===== src/rtl/uart_rx_ctrl.sv =====
// UART receive controller: 16x-oversampled start detection, LSB-first data shift,
// optional parity and stop-bit check, one validated byte (or one error pulse) per frame.
module uart_rx_ctrl #(
   parameter int DATA_W     = 8,
   parameter int OVERSAMPLE = 16
) (
   input  logic              CLK,
   input  logic              RST,
   input  logic              RX_tick,
   input  logic              RX_IN,
   input  logic              PAR_EN,
   input  logic              PAR_TYP,
   output logic [DATA_W-1:0] P_DATA,
   output logic              DATA_VALID,
   output logic              PAR_ERR,
   output logic              STP_ERR,
   output logic              BUSY
);

   localparam int PH_W = $clog2(OVERSAMPLE);
   localparam int BC_W = $clog2(DATA_W + 1);
   localparam logic [PH_W-1:0] PH_MID  = PH_W'(OVERSAMPLE / 2 - 1);
   localparam logic [PH_W-1:0] PH_END  = PH_W'(OVERSAMPLE - 1);
   localparam logic [BC_W-1:0] BC_LAST = BC_W'(DATA_W);

   typedef enum logic [2:0] {
      S_IDLE,
      S_START,
      S_DATA,
      S_PARITY,
      S_STOP
   } state_t;

   state_t            state;
   state_t            state_nxt;
   logic              sync1;
   logic              rx_s;
   logic              armed;
   logic              par_en_l;
   logic              par_typ_l;
   logic              perr;
   logic [PH_W-1:0]   phase;
   logic [BC_W-1:0]   bit_cnt;
   logic [DATA_W-1:0] shreg;

   logic              sample_pt;
   logic              bit_end;
   logic              start_det;
   logic              arm_set;
   logic              data_start;
   logic              shift_en;
   logic              par_smp;
   logic              frame_end;

   // Two-flop synchronizer, preset to the idle level so reset never looks like a start bit.
   always_ff @(posedge CLK or negedge RST) begin
      if (!RST) begin
         sync1 <= 1'b1;
         rx_s  <= 1'b1;
      end else begin
         sync1 <= RX_IN;
         rx_s  <= sync1;
      end
   end

   assign sample_pt = RX_tick && (phase == PH_MID);
   assign bit_end   = RX_tick && (phase == PH_END);
   assign BUSY      = (state != S_IDLE);

   always_ff @(posedge CLK or negedge RST) begin
      if (!RST) begin
         state <= S_IDLE;
      end else if (RX_tick) begin
         state <= state_nxt;
      end
   end

   // A start edge only counts once the line has been seen high in IDLE (armed), so a held-low
   // break cannot retrigger. STOP leaves at its midpoint to catch an immediately following frame.
   always_comb begin
      state_nxt  = state;
      start_det  = 1'b0;
      arm_set    = 1'b0;
      data_start = 1'b0;
      shift_en   = 1'b0;
      par_smp    = 1'b0;
      frame_end  = 1'b0;
      case (state)
         S_IDLE: begin
            if (RX_tick) begin
               if (rx_s) begin
                  arm_set = 1'b1;
               end else if (armed) begin
                  start_det = 1'b1;
                  state_nxt = S_START;
               end
            end
         end
         S_START: begin
            if (sample_pt && rx_s) begin
               state_nxt = S_IDLE;
            end else if (bit_end) begin
               data_start = 1'b1;
               state_nxt  = S_DATA;
            end
         end
         S_DATA: begin
            shift_en = sample_pt;
            if (bit_end && (bit_cnt == BC_LAST)) begin
               state_nxt = par_en_l ? S_PARITY : S_STOP;
            end
         end
         S_PARITY: begin
            par_smp = sample_pt;
            if (bit_end) begin
               state_nxt = S_STOP;
            end
         end
         S_STOP: begin
            if (sample_pt) begin
               frame_end = 1'b1;
               state_nxt = S_IDLE;
            end
         end
         default: state_nxt = S_IDLE;
      endcase
   end

   // Datapath; result pulses last a single CLK regardless of tick spacing.
   always_ff @(posedge CLK or negedge RST) begin
      if (!RST) begin
         phase      <= '0;
         bit_cnt    <= '0;
         shreg      <= '0;
         armed      <= 1'b0;
         par_en_l   <= 1'b0;
         par_typ_l  <= 1'b0;
         perr       <= 1'b0;
         P_DATA     <= '0;
         DATA_VALID <= 1'b0;
         PAR_ERR    <= 1'b0;
         STP_ERR    <= 1'b0;
      end else begin
         DATA_VALID <= 1'b0;
         PAR_ERR    <= 1'b0;
         STP_ERR    <= 1'b0;
         if (RX_tick) begin
            if (start_det || (phase == PH_END)) begin
               phase <= '0;
            end else begin
               phase <= phase + 1'b1;
            end
         end
         if (arm_set) begin
            armed <= 1'b1;
         end else if (start_det) begin
            armed <= 1'b0;
         end
         if (start_det) begin
            par_en_l  <= PAR_EN;
            par_typ_l <= PAR_TYP;
            perr      <= 1'b0;
         end
         if (data_start) begin
            bit_cnt <= '0;
         end
         if (shift_en) begin
            shreg   <= {rx_s, shreg[DATA_W-1:1]};
            bit_cnt <= bit_cnt + 1'b1;
         end
         if (par_smp) begin
            perr <= rx_s ^ (^shreg) ^ par_typ_l;
         end
         if (frame_end) begin
            if (!rx_s) begin
               STP_ERR <= 1'b1;
            end else if (perr) begin
               PAR_ERR <= 1'b1;
            end else begin
               P_DATA     <= shreg;
               DATA_VALID <= 1'b1;
            end
         end
      end
   end

endmodule


===== config.mk =====
export PLATFORM = sky130hd
export DESIGN_NAME = uart_rx_ctrl
export DESIGN_NICKNAME = d
export VERILOG_FILES = /design/src/rtl/uart_rx_ctrl.sv
export SDC_FILE = /design/constraint.sdc
export NUM_CORES = 1
export LEC_CHECK = 0
export CAP_MARGIN = 20
export CORE_MARGIN = 3
export CORE_UTILIZATION = 47
export CTS_CLUSTER_DIAMETER = 80
export CTS_CLUSTER_SIZE = 30
export DETAILED_ROUTE_END_ITERATION = 16
export PLACE_DENSITY = 0.68
export SLEW_MARGIN = 10
export SYNTH_ARGS = -nofsm -noshare
export SYNTH_HDL_FRONTEND = slang
export SYNTH_SLANG_ARGS = --single-unit
export TNS_END_PERCENT = 30

===== constraint.sdc =====
create_clock -name CLK -period 2.05 [get_ports CLK]
set_input_delay 0.41 -clock CLK [delete_from_list [all_inputs] [get_ports CLK]]
set_output_delay 0.41 -clock CLK [all_outputs]
set_load 0.005 [all_outputs]

# --- Yosys cells after proc, flatten, opt, wreduce, memory -nomap -nowiden ---
# Index checks and enable logic that the tools add are counted.
classes:
  bitwise_logic: 3
  n_eq_ne: 13
  addsub: 2
  mux: 37
  reduce_logical: 13
op_table:
  columns: ["op", "count"]
  rows:
  - ["$mux W1", 25]
  - ["$mux W3", 8]
  - ["$pmux W3 S5", 1]
  - ["$mux W4", 3]
  - ["$ne A2 B2 Y1 const B", 5]
  - ["$add A4 B1 Y4 const B", 2]
  - ["$eq A4 B4 Y1 const B", 2]
  - ["$reduce_xor A8 Y1", 1]
  - ["$reduce_and A7 Y1", 1]
  - ["$eq A3 B2 Y1 const B", 2]
  - ["$reduce_bool A2 Y1", 3]
  - ["$eq A4 B3 Y1 const B", 1]
  - ["$logic_and A1 B1 Y1", 4]
  - ["$eq A3 B1 Y1 const B", 1]
  - ["$eq A3 B3 Y1 const B", 1]
  - ["$logic_not A3 Y1", 1]
  - ["$ne A3 B3 Y1 const B", 1]
  - ["$reduce_and A3 Y1", 1]
  - ["$reduce_bool A3 Y1", 1]
  - ["$xor A1 B1 Y1", 2]
  - ["$logic_or A1 B1 Y1", 1]
  - ["$not A1 Y1", 1]
word_totals:
  elab_cells: 82
  out_inout_bits: 12
  ff_bits: 36
  inputBits: 6

# --- Depth between registers and ports, before layout ---
# Gate-level depths: netlist of run 1.
logic_depth:
  ltp_word: 7
  depth_mapped: 6
  depth_no_buf: 6

# --- Worst setup path before layout of run 1 ---
# No wires, ideal clock.
synth_path:
  path_type: "register to register"
  startpoint: "reg state[1]"
  endpoint: "reg P_DATA[0]"
  path_buffers: 2
  setup_ps: 125
  arrival_ps: 1759
  stages_incl_launch_ff: 7
  path_slack_ps: 166
  t_required_ps: 1925
  synth_period_minus_slack_ps: 1884
  path_cell_list: "dfrtp_1 > buf_6 > or3b_1 > or3_1 > nand2b_4 > buf_6 > mux2_4"
synth_between:
  elab_chain_len: 3
synth_lines:
  columns: ["element", "line", "text"]
  rows:
  - ["start, declared", "34", "state_t state;"]
  - ["start signal, assigned", "74", "state <= state_nxt;"]
  - ["$eq A3 B3 Y1", "88", "case (state)"]
  - ["$mux W1", "88", null]
  - ["$reduce_and A3 Y1 (no source line)", null, null]
  - ["end signal, assigned", "180", "P_DATA <= shreg;"]
  - ["end, declared", "13", "output logic [DATA_W-1:0] P_DATA,"]
# No other way between the ends.
# A chain may end at the register's enable or synchronous reset.

# --- Worst setup path after layout of run 1 ---
layout_path:
  startpoint: "reg state[1]"
  endpoint: "out BUSY"
layout_between:
  elab_chain_len: 1
layout_lines:
  columns: ["element", "line", "text"]
  rows:
  - ["$reduce_bool A3 Y1", "68", "assign BUSY = (state != S_IDLE);"]
  - ["end, declared", "17", "output logic BUSY"]
# No other way between the ends.

==> qor.txt, run 1 <==
outcome -> completed
first-pass iteration count of the detailed router -> 4
final period utilization -> 0.964
root buffer cell -> clkbuf_8
Worst-path clk slew -> 0.07 ns
family with the most delay on the worst path -> buffers and inverters
port buffer count -> 17
register area share after synthesis -> 0.519
worst-case reg-to-reg path depth -> 5
Final Instance Count excl. Fillers -> 220
Post-Syn Nets -> 153
overall power -> 0.00198 W
final-report hold violation count -> 0
pre-CTS WS -> -0.0617 ns
largest net degree at the start of global routing -> 37
Rel. slew slack -> 0.701
slowest cell delay on critical path -> 0.44 ns
grt peak-use layer -> met2
PwrDens -> 925 nW/um^2
Clock power frac -> 0.309
Hold Path Class -> flip-flop to flip-flop
Peak VDD IR -> 0.482 mV
CP Launch Type -> flip-flop
min Tclk post-route -> 1.98 ns
DR vias -> 1146
Async SR Flop Fraction -> 1.00
main flop type after synthesis -> dfrtp_1
Peak Freq -> 506 MHz
Hold Crit Depth -> 0
Worst Path Required -> 1.64 ns
Starting Density -> 0.506
final count of negative-setup-slack endpoints -> 0
Post-Synthesis Cells -> 144
CP bufs+invs -> 3
mean post-synth cell area -> 12.1 sq um
DRT antenna net count -> 0
Horiz. Die Dim -> 66.9 um
Seq cells post-synth -> 36
CTS tree -> built
GR Overflow Total -> 0
Worst Setup End Kind -> output pin
core footprint -> 3440 sq um
Antenna Cells -> 0
cell taking the most area after synthesis -> dfrtp_1
CTS Buffer Depth -> 2
number of distinct library cells after synthesis -> 42
# hold bufs at CTS -> 0
worst skew pair latency -> 0.29 ns
TritonCTS Buffers -> 5
DR iter-0 viols -> 48
clk sinks -> 36
crit-path cells -> buf_4 -> nor3_2 -> inv_1 -> clkdlybuf4s50_1
Sw Ratio -> 0.286
Placed Cells incl. Taps -> 212
Switch Pwr -> 0.000566 W
Core Util, Final -> 0.622
Rows -> 21
Avg WL per Cell -> 14.1 um
Final Max Slew Viols -> 0
Crit Path Class -> flip-flop to output pin
max cap viols -> 0
DP HPWL -> 2280 um
yosys warns -> 0
Worst path depth -> 4
GR Util met1 -> 0.216
part of the power in registers -> 0.459
GR Util All Layers -> 0.167
Die ar. -> 4470 sq um
Final #Nets -> 182
Static Leak -> 1.02 nW
worst slew pin tran -> 0.443 ns
Gate power share -> 0.232
layout cell share with drive strength beyond 1 -> 0.241
Synth top area share -> 0.489
Routed WL -> 3100 um
initial antenna violation count -> 0
GR Util met2 -> 0.254
via/cell ratio -> 5.21
vias in the first global route -> 1155
EDFF count, synth -> 0
Setup Skew -> 0.00720 ns
setup tns final -> 0 ns
ranking of synthesized cells by area -> dfrtp_1 49%, mux2_4 6.9%, mux2_2 6.5%
Critical Path Fanout Max -> 9
grt met3 use -> 0.0658
global-route wire length before repair -> 5420 um
post-synthesis cell area -> 1740 sq um
Final Wtd Congestion -> 0.738
DRC -> 0
Crit-path slowest cell -> clkdlybuf4s50_1
worst setup margin -> 0.0747 ns
fillers -> 264
Die Y -> 66.9 um
H-tree Lvls -> 2
Critical Path AT -> 1.57 ns
internal cell power -> 0.00141 W
Area Growth Syn to Fin -> 23.0%
number of I/O pins -> 18
power groups by stage:
stage          clock [W]  sequential (W)  combinational, W
6_report        0.000611        0.000909          0.000460
3_3_place_gp           0        0.000912          0.000438
3_5_place_dp           0        0.000921          0.000452
2_1_floorplan          0        0.000873          0.000360
5_1_grt         0.000658        0.000922          0.000512
4_1_cts         0.000622        0.000909          0.000457
flip-flops by register name, summed over array words and instances, names as in the netlist, 3 cells and up:
| name | cells |
|---|---|
| P_DATA | 8 |
| shreg | 8 |
| bit_cnt | 4 |
| phase | 4 |
| state | 3 |
metrics by stage:
stage | cell area [sq um] | hold WS, ns
after detailed placement | 2020 | 0.349
after CTS | 2140 | 0.359
after global placement | 2020 | 0.348
final | 2140 | 0.358
after global routing | 2140 | 0.360
after floorplan | 1740 | 0.114
Yosys cell counts, types with 2 or more instances:
cell type / instances
o21ai_0: 7
xnor2_1: 7
nand2b_1: 4
buf_6: 2
nand2_1: 11
and3_1: 2
xor2_1: 2
nand4_1: 4
a22o_1: 2
nor3b_1: 3
nor3_1: 2
a21oi_1: 2
and4b_1: 2
and2_1: 2
dfrtp_1: 34
clkbuf_1: 3
mux2_2: 10
nand3_1: 3
nor2_1: 2
mux2_4: 8
ha_1: 3
inv_1: 8
dfstp_2: 2
area by class of cell:
class / count / area (sq um) / area share
clock buffer: 5 / 68.8 / 0.0321
clock inverter: 3 / 42.5 / 0.0199
inverter: 8 / 30.0 / 0.0140
multi-input combinational: 94 / 773 / 0.361
sequential: 36 / 903 / 0.422
tap: 46 / 57.6 / 0.0269
timing repair buffer: 28 / 265 / 0.124
placed cells by master (no fill, tap or decap), types with 2 or more instances in the layout:
cell	n
a22o_1	2
buf_4	10
and4b_1	2
inv_1	8
and2_1	2
a21oi_1	2
nand4_1	4
clkbuf_8	5
dfrtp_1	34
nor2_1	2
nand2b_1	4
nand2_1	11
ha_1	3
nor3b_1	3
nand3_1	3
xnor2_1	7
dfstp_2	2
mux2_2	10
xor2_1	2
o21ai_0	7
clkdlybuf4s50_1	17
and3_1	2
mux2_4	8
repair_timing:
item	in CTS	in global routing
endpoints found under the setup margin	0	1
buffers inserted	0	0
resized for setup	0	1
path summary, 6_finish.rpt:
check	startpoint	to	slack (ns)
max in group asynchronous	RST	rx_s$_DFF_PN1_	1.17
worst min register to register	sync1$_DFF_PN1_	rx_s$_DFF_PN1_	0.36
worst max register to register	phase[0]$_DFFE_PN0P_	P_DATA[3]$_DFFE_PN0P_	0.14
worst max-delay path	state[1]$_DFFE_PN0P_	BUSY	0.07
min in group asynchronous	RST	P_DATA[7]$_DFFE_PN0P_	0.52
worst min-delay path	sync1$_DFF_PN1_	rx_s$_DFF_PN1_	0.36
metal layers:
metal / share of wire / wire [um]
met5: 0 / 0
met2: 0.48 / 1480
met3: 0.036 / 112
met1: 0.47 / 1460
met4: 0.014 / 44
kinds of logic after synthesis:
family,share of synthesized area
AND/OR/NAND/NOR,0.144
flip-flops,0.519
AO/OA/AOI/OAI,0.0777
multiplexers,0.139
buffers and inverters,0.0395
XOR/XNOR,0.0582
adder cells (fa/ha/maj),0.0216
(Power assumes the default switching activity.)
==> run 2, diff against run 1 <==
--- a/config.mk
+++ b/config.mk
@@ -6,12 +6,14 @@
 export NUM_CORES = 1
 export LEC_CHECK = 0
 export CAP_MARGIN = 20
+export CELL_PAD_IN_SITES_DETAIL_PLACEMENT = 0
+export CELL_PAD_IN_SITES_GLOBAL_PLACEMENT = 1
 export CORE_MARGIN = 3
-export CORE_UTILIZATION = 47
+export CORE_UTILIZATION = 45
 export CTS_CLUSTER_DIAMETER = 80
 export CTS_CLUSTER_SIZE = 30
 export DETAILED_ROUTE_END_ITERATION = 16
-export PLACE_DENSITY = 0.68
+export PLACE_DENSITY_LB_ADDON = 0.1
 export SLEW_MARGIN = 10
 export SYNTH_ARGS = -nofsm -noshare
 export SYNTH_HDL_FRONTEND = slang
==> run 2 against run 1 <==
Via count down 0.87%. Final cell count up 0.91%. Global-route usage down 0.11 points. Hold slack better by 0.0061 ns. Critical path depth unchanged. Combinational power up 8.5%. Wire length up 3.2%. Die area up 4.0%. First-iteration DRC count up 56%. Design area about the same. Sequential power down 2.4%. Sequential share of layout area about the same. Critical path type unchanged.
==> qor.txt, run 2 (same netlist as run 1, synthesis figures left out) <==
port buffer count -> 17 (unchanged)
Static Leak -> 1.02 nW (about the same)
Post-CTS Setup Inserts -> 0 (unchanged)
Rel. slew slack -> 0.704 (was 0.701)
CTS Buffer Depth -> 2 (unchanged)
final period utilization -> 0.936 (was 0.964)
final-report hold violation count -> 0 (unchanged)
CP Launch Type -> flip-flop (unchanged)
Final Wtd Congestion -> 0.773 (was 0.738)
Avg WL per Cell -> 14.4 um (was 14.1 um)
Crit Path Class -> flip-flop to output pin (unchanged)
Crit-path slowest cell -> clkdlybuf4s50_1 (unchanged)
final count of negative-setup-slack endpoints -> 0 (unchanged)
Critical Path AT -> 1.51 ns (was 1.57 ns)
Final Max Slew Viols -> 0 (unchanged)
root buffer cell -> clkbuf_8 (unchanged)
Die Y -> 68.2 um (was 66.9 um)
max cap viols -> 0 (unchanged)
Worst Setup End Kind -> output pin (unchanged)
GR Overflow Total -> 0 (unchanged)
Hold Crit Depth -> 0 (unchanged)
layout cell share with drive strength beyond 1 -> 0.244 (was 0.241)
H-tree Lvls -> 2 (unchanged)
worst slew pin tran -> 0.444 ns (was 0.443 ns)
pre-CTS WS -> -0.0229 ns (was -0.0617 ns)
DR iter-0 viols -> 75 (was 48)
DRT antenna net count -> 0 (unchanged)
clk sinks -> 36 (unchanged)
number of I/O pins -> 18 (unchanged)
Peak Freq -> 521 MHz (was 506 MHz)
Starting Density -> 0.494 (was 0.506)
Area Growth Syn to Fin -> 22.9% (was 23.0%)
min Tclk post-route -> 1.92 ns (was 1.98 ns)
slowest cell delay on critical path -> 0.44 ns (about the same)
DP HPWL -> 2360 um (was 2280 um)
Setup Skew -> 0.00210 ns (was 0.00720 ns)
RSZ-0062 raised after global routing -> false
worst-case reg-to-reg path depth -> 5 (unchanged)
most frequent cells in the layout -> 34 x dfrtp_1, 17 x clkdlybuf4s50_1, 13 x buf_4, 11 x nand2_1, 10 x mux2_2 (was 34 x dfrtp_1, 17 x clkdlybuf4s50_1, 11 x nand2_1, 10 x mux2_2, 10 x buf_4)
vias in the first global route -> 1192 (was 1155)
via/cell ratio -> 5.12 (was 5.21)
Peak VDD IR -> 0.373 mV (was 0.482 mV)
Worst Hold Margin -> 0.364 ns (was 0.358 ns)
Worst Path Required -> 1.64 ns (about the same)
Worst-path clk slew -> 0.07 ns (about the same)
worst setup margin -> 0.131 ns (was 0.0747 ns)
biggest regs -> P_DATA x8, shreg x8 (unchanged)
Rows -> 21 (unchanged)
crit-path cells -> buf_4 -> nor3_2 -> inv_1 -> clkdlybuf4s50_1 (unchanged)
global-route wire length before repair -> 5650 um (was 5420 um)
initial antenna violation count -> 0 (unchanged)
core footprint -> 3520 sq um (was 3440 sq um)
TritonCTS Buffers -> 5 (unchanged)
Horiz. Die Dim -> 68.2 um (was 66.9 um)
Die ar. -> 4650 sq um (was 4470 sq um)
Final #Nets -> 184 (was 182)
CTS tree -> built (unchanged)
most common cell after layout, fill and taps aside -> dfrtp_1 (unchanged)
Hold Path Class -> flip-flop to flip-flop (unchanged)
PwrDens -> 927 nW/um^2 (was 925 nW/um^2)
DRC -> 0 (unchanged)
Antenna Cells -> 0 (unchanged)
outcome -> completed (unchanged)
largest net degree at the start of global routing -> 37 (unchanged)
worst skew pair latency -> 0.28 ns (was 0.29 ns)
Routed WL -> 3200 um (was 3100 um)
DR vias -> 1136 (was 1146)
Critical Path Fanout Max -> 9 (unchanged)
GR Util All Layers -> 0.166 (was 0.167)
first-pass iteration count of the detailed router -> 4 (unchanged)
## run 2: cell type report
| type | count | area, sq um |
|---|---|---|
| clock inverters | 2 | 35.0 |
| well taps | 46 | 57.6 |
| clock buffers | 6 | 72.6 |
| flip-flops and latches | 36 | 903 |
| fillers | 299 | 1380 |
| repair buffers | 30 | 268 |
| multi-input cells | 94 | 773 |
| inverters | 8 | 30.0 |
## run 2: final timing paths
path / endpoint / startpoint / slack, ns
worst min register to register: rx_s$_DFF_PN1_ / sync1$_DFF_PN1_ / 0.36
worst max-delay path: BUSY / state[1]$_DFFE_PN0P_ / 0.13
max in group asynchronous: rx_s$_DFF_PN1_ / RST / 1.16
worst min-delay path: rx_s$_DFF_PN1_ / sync1$_DFF_PN1_ / 0.36
worst max register to register: P_DATA[5]$_DFFE_PN0P_ / phase[0]$_DFFE_PN0P_ / 0.14
min in group asynchronous: par_typ_l$_DFFE_PN0P_ / RST / 0.54
## run 2: where the power goes
part           internal, W  total, W  switching [W]  leakage (nW)
sequential        0.000806  0.000887      0.0000812         0.478
clock             0.000361  0.000596       0.000235        0.0552
combinational     0.000264  0.000499       0.000236         0.489
## run 2: per-stage QoR
stage                     total power, W  cells  area [sq um]  setup TNS (ns)  utilization
after floorplan                  0.00123    144          1740               0            -
after global placement           0.00137    214          2030        -0.00767        0.576
after detailed placement         0.00139    214          2030          -0.142        0.576
after CTS                        0.00200    222          2130               0        0.606
after global routing             0.00212    222          2140               0        0.608
final                            0.00198    222          2140               0        0.608
## run 2: layer usage
| layer | track usage | share of wire |
|---|---|---|
| met4 | 0.0744 | 0.0081 |
| met1 | 0.218 | 0.47 |
| met5 | 0 | 0 |
| met2 | 0.255 | 0.49 |
| met3 | 0.0460 | 0.040 |
## run 2: what timing repair did
item / 4_1_cts / 5_1_grt
endpoints found under the hold margin: 0 / 0
gates resized for setup: 0 / 1
setup endpoints to repair: 0 / 1
hold buffers: 0 / 0
## run 2: worst max-delay path, delay by kind of cell (launching register included)
| family | cells | cell delay, ns |
|---|---|---|
| buf+inv | 3 | 0.66 |
| flops | 1 | 0.37 |
| simple gates | 1 | 0.19 |
